--- config.mk ---
export PLATFORM = sky130hd
export DESIGN_NAME = sobel_frame_ctrl
export DESIGN_NICKNAME = d
export VERILOG_FILES = /design/src/rtl/sobel_pkg.sv /design/src/rtl/sobel_pix_cnt.sv /design/src/rtl/sobel_frame_ctrl.sv
export SDC_FILE = /design/constraint.sdc
export NUM_CORES = 1
export LEC_CHECK = 0
export ABC_AREA = 1
export CAP_MARGIN = 30
export CORE_MARGIN = 4
export CORE_UTILIZATION = 35
export CTS_BUF_LIST = sky130_fd_sc_hd__clkbuf_16
export DETAILED_ROUTE_END_ITERATION = 12
export GPL_TIMING_DRIVEN = 0
export HOLD_SLACK_MARGIN = 0.02
export PLACE_DENSITY = 0.55
export SETUP_SLACK_MARGIN = 0.2
export SLEW_MARGIN = 30
export SYNTH_ARGS = -nofsm -noshare
export SYNTH_HDL_FRONTEND = slang
export SYNTH_SLANG_ARGS = --single-unit
--- constraint.sdc ---
create_clock -name tft_clk -period 3.63 [get_ports tft_clk]
set_input_delay 0.363 -clock tft_clk [delete_from_list [all_inputs] [get_ports tft_clk]]
set_output_delay 0.363 -clock tft_clk [all_outputs]
set_load 0.02 [all_outputs]
--- src/rtl/sobel_pkg.sv ---
// Shared types and widths for the Sobel frame controller and its raster counter.
// Optional feature macro used by this slice: SOBEL_CTRL_TIMEOUT_EN (drain watchdog).
package sobel_pkg;

    localparam int unsigned CNT_W = 12;
    localparam int unsigned OUT_W = 24;
    localparam int unsigned PIX_W = 16;
    localparam int unsigned WD_W  = 16;

    typedef enum logic [1:0] {
        ST_IDLE  = 2'd0,
        ST_FEED  = 2'd1,
        ST_DRAIN = 2'd2,
        ST_DONE  = 2'd3
    } state_t;

endpackage

--- src/rtl/sobel_pix_cnt.sv ---
// Column/row raster counter with a last-pixel flag; reusable for display timing.
module sobel_pix_cnt
    import sobel_pkg::*;
#(
    parameter logic [OUT_W-1:0] PIC_W = 24'd480,
    parameter logic [OUT_W-1:0] PIC_H = 24'd272
) (
    input  logic             clk,
    input  logic             rst_n,
    input  logic             clr_i,
    input  logic             inc_i,
    output logic [CNT_W-1:0] col_o,
    output logic [CNT_W-1:0] row_o,
    output logic             last_o_c
);

    localparam logic [CNT_W-1:0] COL_MAX = CNT_W'(PIC_W - OUT_W'(1));
    localparam logic [CNT_W-1:0] ROW_MAX = CNT_W'(PIC_H - OUT_W'(1));

    logic [CNT_W-1:0] col_q;
    logic [CNT_W-1:0] row_q;
    logic             col_end_c;
    logic             row_end_c;

    assign col_end_c = (col_q == COL_MAX);
    assign row_end_c = (row_q == ROW_MAX);
    assign last_o_c  = col_end_c && row_end_c;
    assign col_o     = col_q;
    assign row_o     = row_q;

    // Advance one pixel per increment; the row wraps after the last line.
    always_ff @(posedge clk or negedge rst_n) begin
        if (!rst_n) begin
            col_q <= '0;
            row_q <= '0;
        end else if (clr_i) begin
            col_q <= '0;
            row_q <= '0;
        end else if (inc_i) begin
            if (col_end_c) begin
                col_q <= '0;
                row_q <= row_end_c ? '0 : row_q + CNT_W'(1);
            end else begin
                col_q <= col_q + CNT_W'(1);
            end
        end
    end

endmodule

--- src/rtl/sobel_frame_ctrl.sv ---
// Frame sequencer feeding one PIC_W x PIC_H frame into the gray/Sobel pipeline
// and counting its output strobes. Optional macro SOBEL_CTRL_TIMEOUT_EN adds a
// drain watchdog that aborts the frame after DRAIN_MAX quiet cycles.
module sobel_frame_ctrl
    import sobel_pkg::*;
#(
    parameter logic [OUT_W-1:0] PIC_W   = 24'd480,
    parameter logic [OUT_W-1:0] PIC_H   = 24'd272,
    parameter logic [OUT_W-1:0] OUT_PIX = 24'd129060
`ifdef SOBEL_CTRL_TIMEOUT_EN
    ,
    parameter logic [WD_W-1:0]  DRAIN_MAX = 16'd4096
`endif
) (
    input  logic             tft_clk,
    input  logic             tft_rst,
    input  logic             start,
    input  logic             src_valid,
    input  logic [PIX_W-1:0] src_data,
    output logic             src_ready,
    output logic             ip_flag,
    output logic [PIX_W-1:0] ip_data,
    input  logic             op_flag,
    output logic             busy,
    output logic             frame_done,
    output logic             frame_err,
    output logic [CNT_W-1:0] col_cnt,
    output logic [CNT_W-1:0] row_cnt
);

    state_t           state_q;
    logic             src_ready_q;
    logic             ip_flag_q;
    logic [PIX_W-1:0] ip_data_q;
    logic             busy_q;
    logic             done_q;
    logic             err_q;
    logic             seen_q;
    logic [OUT_W-1:0] out_cnt_q;
    logic [OUT_W-1:0] out_cnt_d;

    logic start_acc_c;
    logic xfer_c;
    logic pix_last_c;
    logic out_full_c;
    logic op_cnt_c;
    logic op_err_c;
    logic drain_done_c;

    assign start_acc_c  = (state_q == ST_IDLE) && start;
    assign xfer_c       = src_valid && src_ready_q;
    assign out_full_c   = (out_cnt_q == OUT_PIX);
    assign op_cnt_c     = op_flag && !out_full_c &&
                          ((state_q == ST_FEED) || (state_q == ST_DRAIN));
    assign op_err_c     = op_flag && (out_full_c || ((state_q == ST_IDLE) && seen_q));
    assign out_cnt_d    = op_cnt_c ? out_cnt_q + OUT_W'(1) : out_cnt_q;
    assign drain_done_c = (out_cnt_d == OUT_PIX);

`ifdef SOBEL_CTRL_TIMEOUT_EN
    logic [WD_W-1:0] wd_q;
    logic [WD_W-1:0] wd_d;
    logic            timeout_c;

    assign wd_d      = op_flag ? '0 : wd_q + WD_W'(1);
    assign timeout_c = (state_q == ST_DRAIN) && (wd_d == DRAIN_MAX);

    // Quiet-cycle watchdog, only live while draining.
    always_ff @(posedge tft_clk or negedge tft_rst) begin
        if (!tft_rst) begin
            wd_q <= '0;
        end else begin
            wd_q <= (state_q == ST_DRAIN) ? wd_d : '0;
        end
    end
`else
    logic timeout_c;
    assign timeout_c = 1'b0;
`endif

    // Raster position of the next pixel to be admitted.
    sobel_pix_cnt #(
        .PIC_W (PIC_W),
        .PIC_H (PIC_H)
    ) u_pix_cnt (
        .clk      (tft_clk),
        .rst_n    (tft_rst),
        .clr_i    (start_acc_c),
        .inc_i    (xfer_c),
        .col_o    (col_cnt),
        .row_o    (row_cnt),
        .last_o_c (pix_last_c)
    );

    // Frame sequencer with registered handshake, strobe and status outputs.
    always_ff @(posedge tft_clk or negedge tft_rst) begin
        if (!tft_rst) begin
            state_q     <= ST_IDLE;
            src_ready_q <= 1'b0;
            ip_flag_q   <= 1'b0;
            ip_data_q   <= '0;
            busy_q      <= 1'b0;
            done_q      <= 1'b0;
            err_q       <= 1'b0;
            seen_q      <= 1'b0;
            out_cnt_q   <= '0;
        end else begin
            ip_flag_q <= xfer_c;
            if (xfer_c) begin
                ip_data_q <= src_data;
            end
            done_q    <= 1'b0;
            out_cnt_q <= out_cnt_d;
            if (op_err_c) begin
                err_q <= 1'b1;
            end

            case (state_q)
                ST_IDLE: begin
                    if (start) begin
                        state_q     <= ST_FEED;
                        busy_q      <= 1'b1;
                        src_ready_q <= 1'b1;
                        err_q       <= 1'b0;
                        out_cnt_q   <= '0;
                    end
                end
                ST_FEED: begin
                    if (xfer_c && pix_last_c) begin
                        state_q     <= ST_DRAIN;
                        src_ready_q <= 1'b0;
                    end
                end
                ST_DRAIN: begin
                    if (drain_done_c) begin
                        state_q <= ST_DONE;
                        done_q  <= 1'b1;
                    end else if (timeout_c) begin
                        state_q <= ST_IDLE;
                        busy_q  <= 1'b0;
                        err_q   <= 1'b1;
                        seen_q  <= 1'b1;
                    end
                end
                ST_DONE: begin
                    state_q <= ST_IDLE;
                    busy_q  <= 1'b0;
                    seen_q  <= 1'b1;
                end
                default: begin
                    state_q <= ST_IDLE;
                end
            endcase
        end
    end

    assign src_ready  = src_ready_q;
    assign ip_flag    = ip_flag_q;
    assign ip_data    = ip_data_q;
    assign busy       = busy_q;
    assign frame_done = done_q;
    assign frame_err  = err_q;

endmodule

==> out/metrics.cfg, run 1 <==
[placement]
dp_hpwl_um=8780
numPlacedInstances=812
port_buffers=64
routabilityCongestion=0.865
place_ws_ns=0.995
dpl-instance-area_um2=5140

[cells_and_area]
n_fill_cell=1227
drive_gt1_share_pct=8.22
antennaDiodeCount=0
fin_area_um2=5480
final_cells=828
final_core_util_pct=45.6
final_nets=706
synthToLayoutAreaGrowth_pct=27.8

[pwr]
p_total_mw=3.17
leakagePower_nw=2.46
p_seq_share_pct=33.9
combPwrFrac_pct=34.0
vdd_drop_max_uv=350
intPower_mw=2.03
powerDensity_nw_per_um2=579
sw_frac_of_total_pct=36.1
power_switching_mw=1.14
clockPowerShare_pct=32.1

[floorplanning]
num_io_pins=66
rows=40
die_h_um=119
die_w_um=119
die-area_um2=14100
core_um2=12000
initial_core_util_pct=35.7

[synthesis]
ys_types=35
synthMuxAreaShare_pct=0
synth-adder-area-share_pct=2.33
synth-edff-count=0
yosys-top-cells-area=dfrtp_1 42%, nand2_1 18%, nor2_1 6.3%, inv_1 5.7%, a21oi_1 3.2%
synthTopCellsByCount=201 x nand2_1, 72 x dfrtp_1, 72 x nor2_1, 65 x inv_1, 27 x a21oi_1
synthArstFlopShare_pct=100
seq_area_frac_synth_pct=42.0
yosysWarningCount=0
synth_ff_type=dfrtp_1
synth-compound-area-share_pct=7.26
yosysTopAreaCell=dfrtp_1
syn-cell-area_um2=4290
ys_ff_latch=72
synth_top_family_by_area=simple AND/OR/NAND/NOR gates
postSynthCellCount=600
synth_top_area_share_pct=42.0
postSynthAreaPerCell_um2=7.15
synth_xor_area_share_pct=1.23
synth.most_common_cell=nand2_1
synth.net_count=629
synthSimpleGateAreaFrac_pct=39.1

[hold_path]
worstHoldPathType=flip-flop to flip-flop

[grt]
grt_usage_pct=17.4
grt_pass1_wl_um=19900
grt_max_degree=42
antenna_found_initial=0
overflow=0
grt_pass1_vias=4133

[sta]
rsz0062_at_grt=false
whs_ns=0.446
fmax_mhz=378
hold_viol=0
finClkSkew_ns=0.00877
maxSlewViolCount=0
post-route-period-util_pct=72.9
finalWorstSetupSlack_ns=0.982
slew_headroom_pct=57.1
tightest_slew_ns=0.643
tns_ns=0
period_needed_ns=2.65
final-setup-viol-count=0

[run_status]
status=complete, no violations

[clocking]
cts_resized=0
clk_latency_ns=0.34
root_buffer=clkbuf_16
clkTransAtPathRegs_ns=0.06
cts_hold_buf=1
tritoncts=done
cts_buffers=9
post-cts-setup-buffers=0
cts.sinks=72
cts_buffer_depth=2
htreeDepth=3

[detailed_routing]
dr.pass1.iters=4
num_vias=4079
post_drt_wl_per_cell_um=14.2
drc=0
drt-total-wl_um=11700
drtIter0Drc=201
viasPerCell=4.93
ant_nets=0

[run]
maxCapViolations=0

[setup_path]
critPathKind=flip-flop to flip-flop
endpoint_kind=flip-flop
start_kind=flip-flop
worst-path-max-fanout=6
required_ns=3.86
crit_arrival_ns=2.88

==> sequential cells by signal (all words and copies together), names as in the netlist, 2 cells and up <==
signal / cells
state_q: 2
u_pix_cnt.row_o: 12
u_pix_cnt.col_o: 12
out_cnt_q: 24
ip_data: 16
==> metal layers <==
layer | vias up | GRT usage, % | routed length [µm]
met5 | - | 0 | 0
met4 | 0 | 6.15 | 203
met3 | 16 | 5.45 | 645
met2 | 81 | 28.5 | 5510
met1 | 1903 | 21.5 | 5360
li1 | 2079 | - | -
==> layout by cell type (no fill, tap or decap), types with 5 or more instances in the layout <==
cell,instances
inv_2,5
nand4_1,21
xor2_1,5
nand3_1,26
ha_1,8
nor4_1,8
nand3_2,10
nor3_1,11
clkbuf_16,9
inv_1,65
nor2_2,9
nor2_1,72
dfrtp_1,72
buf_2,5
clkdlybuf4s50_1,63
clkbuf_1,7
a21oi_1,27
nand2_1,201
o21ai_0,14
==> path summary, 6_finish.rpt <==
| path | startpoint | end | slack [ns] | cells after the start |
|---|---|---|---|---|
| worst max-delay path | state_q[0] | state_q[0] | 0.98 | 17 |
| worst min register to register | seen_q | seen_q | 0.45 | 2 |
| min in group asynchronous | tft_rst | out_cnt_q[12] | 0.50 | 2 |
| worst max register to register | state_q[0] | state_q[0] | 0.98 | 17 |
| max in group asynchronous | tft_rst | u_pix_cnt.col_o[5] | 2.57 | 3 |
| worst min-delay path | seen_q | seen_q | 0.45 | 2 |
==> final cells by class <==
class | count | area [µm²] | share of cell area (%)
multi-input cells | 442 | 2140 | 39.1
flip-flops and latches | 72 | 1800 | 32.9
repair buffers | 66 | 676 | 12.3
inverters | 71 | 267 | 4.86
clock buffers | 9 | 225 | 4.11
well taps | 147 | 184 | 3.36
clock inverters | 6 | 108 | 1.96
plain buffers | 15 | 77.6 | 1.42
==> cell families after synthesis <==
kind of cell | count (synthesis)
buffers and inverters | 86
AND/OR/NAND/NOR | 372
adder cells (fa/ha/maj) | 8
flip-flops | 72
XOR/XNOR | 6
AO/OA/AOI/OAI | 56
==> power groups by stage <==
| stage | Clock [mW] | Sequential [mW] | Combinational [mW] |
|---|---|---|---|
| global route | 1.09 | 1.10 | 1.20 |
| finish | 1.02 | 1.08 | 1.08 |
| CTS | 1.04 | 1.08 | 1.10 |
| floorplan | 0 | 1.21 | 0.509 |
| global placement | 0 | 1.09 | 1.07 |
| detailed placement | 0 | 1.09 | 1.09 |
==> critical path, cell delays in order, from the launching register on <==
cell     delay, ns
dfrtp_1       0.41
inv_1         0.09
ha_1          0.46
nand2_1       0.14
nor2_2        0.21
nand3_1       0.13
nor2_1        0.16
nand4_1       0.13
nand2_1       0.10
nand2_1       0.06
nor2_2        0.16
nand2_1       0.07
nor2_1        0.08
nand2_1       0.07
nand2_2       0.08
nand2_2       0.05
nand2_1       0.07
nand2_1       0.04
Note: power is estimated with default switching activity, not from simulation.
==> run 2, diff against run 1 <==
Clock period 3.63 ns to 2.59 ns, I/O delays scaled along.
==> run 2 against run 1 <==
Global-route usage hardly changed. Critical path depth stayed put. Die area stayed put. Combinational power is 60% higher. Sequential power is 38% higher. Design area is 5.1% higher.
==> out/metrics.cfg, run 2 (same netlist as run 1, synthesis figures left out) <==
[run_status]
status=complete, no violations

[floorplanning]
num_io_pins=66
rows=40
die-area_um2=14100
initial_core_util_pct=35.7
core_um2=12000
die_w_um=119
die_h_um=119

[clocking]
cts_buffer_depth=2
clk_latency_ns=0.34
clkTransAtPathRegs_ns=0.06
cts.sinks=72
tritoncts=done
htreeDepth=3
root_buffer=clkbuf_16
cts_buffers=9

[cells_and_area]
n_fill_cell=1193
layout_common_cells=197 x nand2_1, 71 x dfrtp_1, 65 x nor2_1, 63 x clkdlybuf4s50_1, 62 x inv_1
largest_reg_flops=24
final_nets=722
final_cells=844
top_register=out_cnt_q
antennaDiodeCount=0
drive_gt1_share_pct=13.2
synthToLayoutAreaGrowth_pct=34.3
final_common_cell=nand2_1

[sta]
period_needed_ns=2.25
post-route-period-util_pct=86.8
whs_ns=0.401
finClkSkew_ns=0.00738
finalWorstSetupSlack_ns=0.343
tightest_slew_ns=0.636
maxSlewViolCount=0
hold_viol=0
final-setup-viol-count=0
slew_headroom_pct=57.6
rsz0062_at_grt=false
fmax_mhz=445

[placement]
place_ws_ns=-0.0450
dp_hpwl_um=8780
numPlacedInstances=812
port_buffers=64
routabilityCongestion=0.865

[setup_path]
endpoint_kind=flip-flop
start_kind=flip-flop
required_ns=2.82
rrSetupSlack_ns=0.34
critPathKind=flip-flop to flip-flop
crit_arrival_ns=2.48
worst-path-max-fanout=6

[grt]
antenna_found_initial=0
grt_pass1_wl_um=19900
overflow=0
grt_max_degree=42
grt_pass1_vias=4144
grt_usage_pct=17.4

[detailed_routing]
drt-total-wl_um=11900
post_drt_wl_per_cell_um=14.2
dr.pass1.iters=4
ant_nets=0
drc=0
viasPerCell=4.92
num_vias=4152
drtIter0Drc=181

[pwr]
leakagePower_nw=2.57
vdd_drop_max_uv=491
p_total_mw=4.65
powerDensity_nw_per_um2=807

[run]
maxCapViolations=0

[hold_path]
worstHoldPathType=input port to asynchronous set/reset pin

==> run 2: what timing repair did <==
item,4_1_cts,5_1_grt
hold buffers,1,0
pin swaps,0,16
resized for setup,3,32
gates cloned,0,2
setup endpoints to repair,3,6
setup buffers,2,12
hold endpoints to repair,31,0
==> run 2: layout make-up <==
class	instances	area [µm²]	area share [%]
multi-input combinational	442	2240	39.0
sequential	72	1800	31.3
timing repair buffer	82	835	14.5
inverter	71	269	4.67
clock buffer	9	225	3.91
tap	147	184	3.19
clock inverter	6	108	1.87
buffer	15	92.6	1.61
==> run 2: through the flow <==
| step | cell area [µm²] | TNS, ns | utilization (%) |
|---|---|---|---|
| detailed placement | 5140 | -0.0749 | 42.8 |
| global placement | 5110 | -103.73 | 42.6 |
| CTS | 5510 | 0 | 45.9 |
| floorplan | 4290 | 0 | - |
| global route | 5760 | 0 | 48.0 |
| finish | 5760 | 0 | 48.0 |
==> run 2: final timing paths <==
kind                                  from       endpoint  cells past startpoint
worst max-delay path            state_q[0]     state_q[0]                     17
max in group asynchronous          tft_rst   out_cnt_q[0]                      3
worst min-delay path               tft_rst  out_cnt_q[12]                      2
worst max register to register  state_q[0]     state_q[0]                     17
min in group tft_clk                seen_q         seen_q                      2
worst min register to register      seen_q         seen_q                      2
==> run 2: critical path: stages (launching register included) <==
cell and delay (ns):
dfrtp_1 0.37, inv_2 0.06, ha_4 0.32, nand2_4 0.07, nor2_4 0.17, nand3_2 0.11
nor2_2 0.16, nand4_1 0.12, nand2_1 0.11, nand2_2 0.07, nor2_4 0.13, nand2_1 0.06
nor2_1 0.08, nand2_1 0.07, nand2_2 0.08, nand2_2 0.05, nand2_1 0.07, nand2_1 0.04
==> run 2: metal layers <==
layer | vias up | routed length (µm) | share of wire (%) | GRT usage (%)
li1 | 2118 | - | - | -
met1 | 1943 | 5420 | 45 | 21.5
met2 | 75 | 5710 | 48 | 28.7
met3 | 16 | 635 | 5.3 | 5.45
met4 | 0 | 177 | 1.5 | 6.15
met5 | - | 0 | 0 | 0
==> run 2: power by group <==
part | total, mW | switching (mW) | leakage (nW) | internal, mW
sequential | 1.49 | 0.154 | 0.958 | 1.34
clock | 1.43 | 0.493 | 0.163 | 0.934
combinational | 1.73 | 1.02 | 1.45 | 0.713
total | 4.65 | 1.67 | 2.57 | 2.99
==> run 3, diff against run 2 <==
Settings changed: SLEW_MARGIN 30 to default.
==> results of run 3 <==
The final DEF is identical to that of run 2; final timing and power are the same.
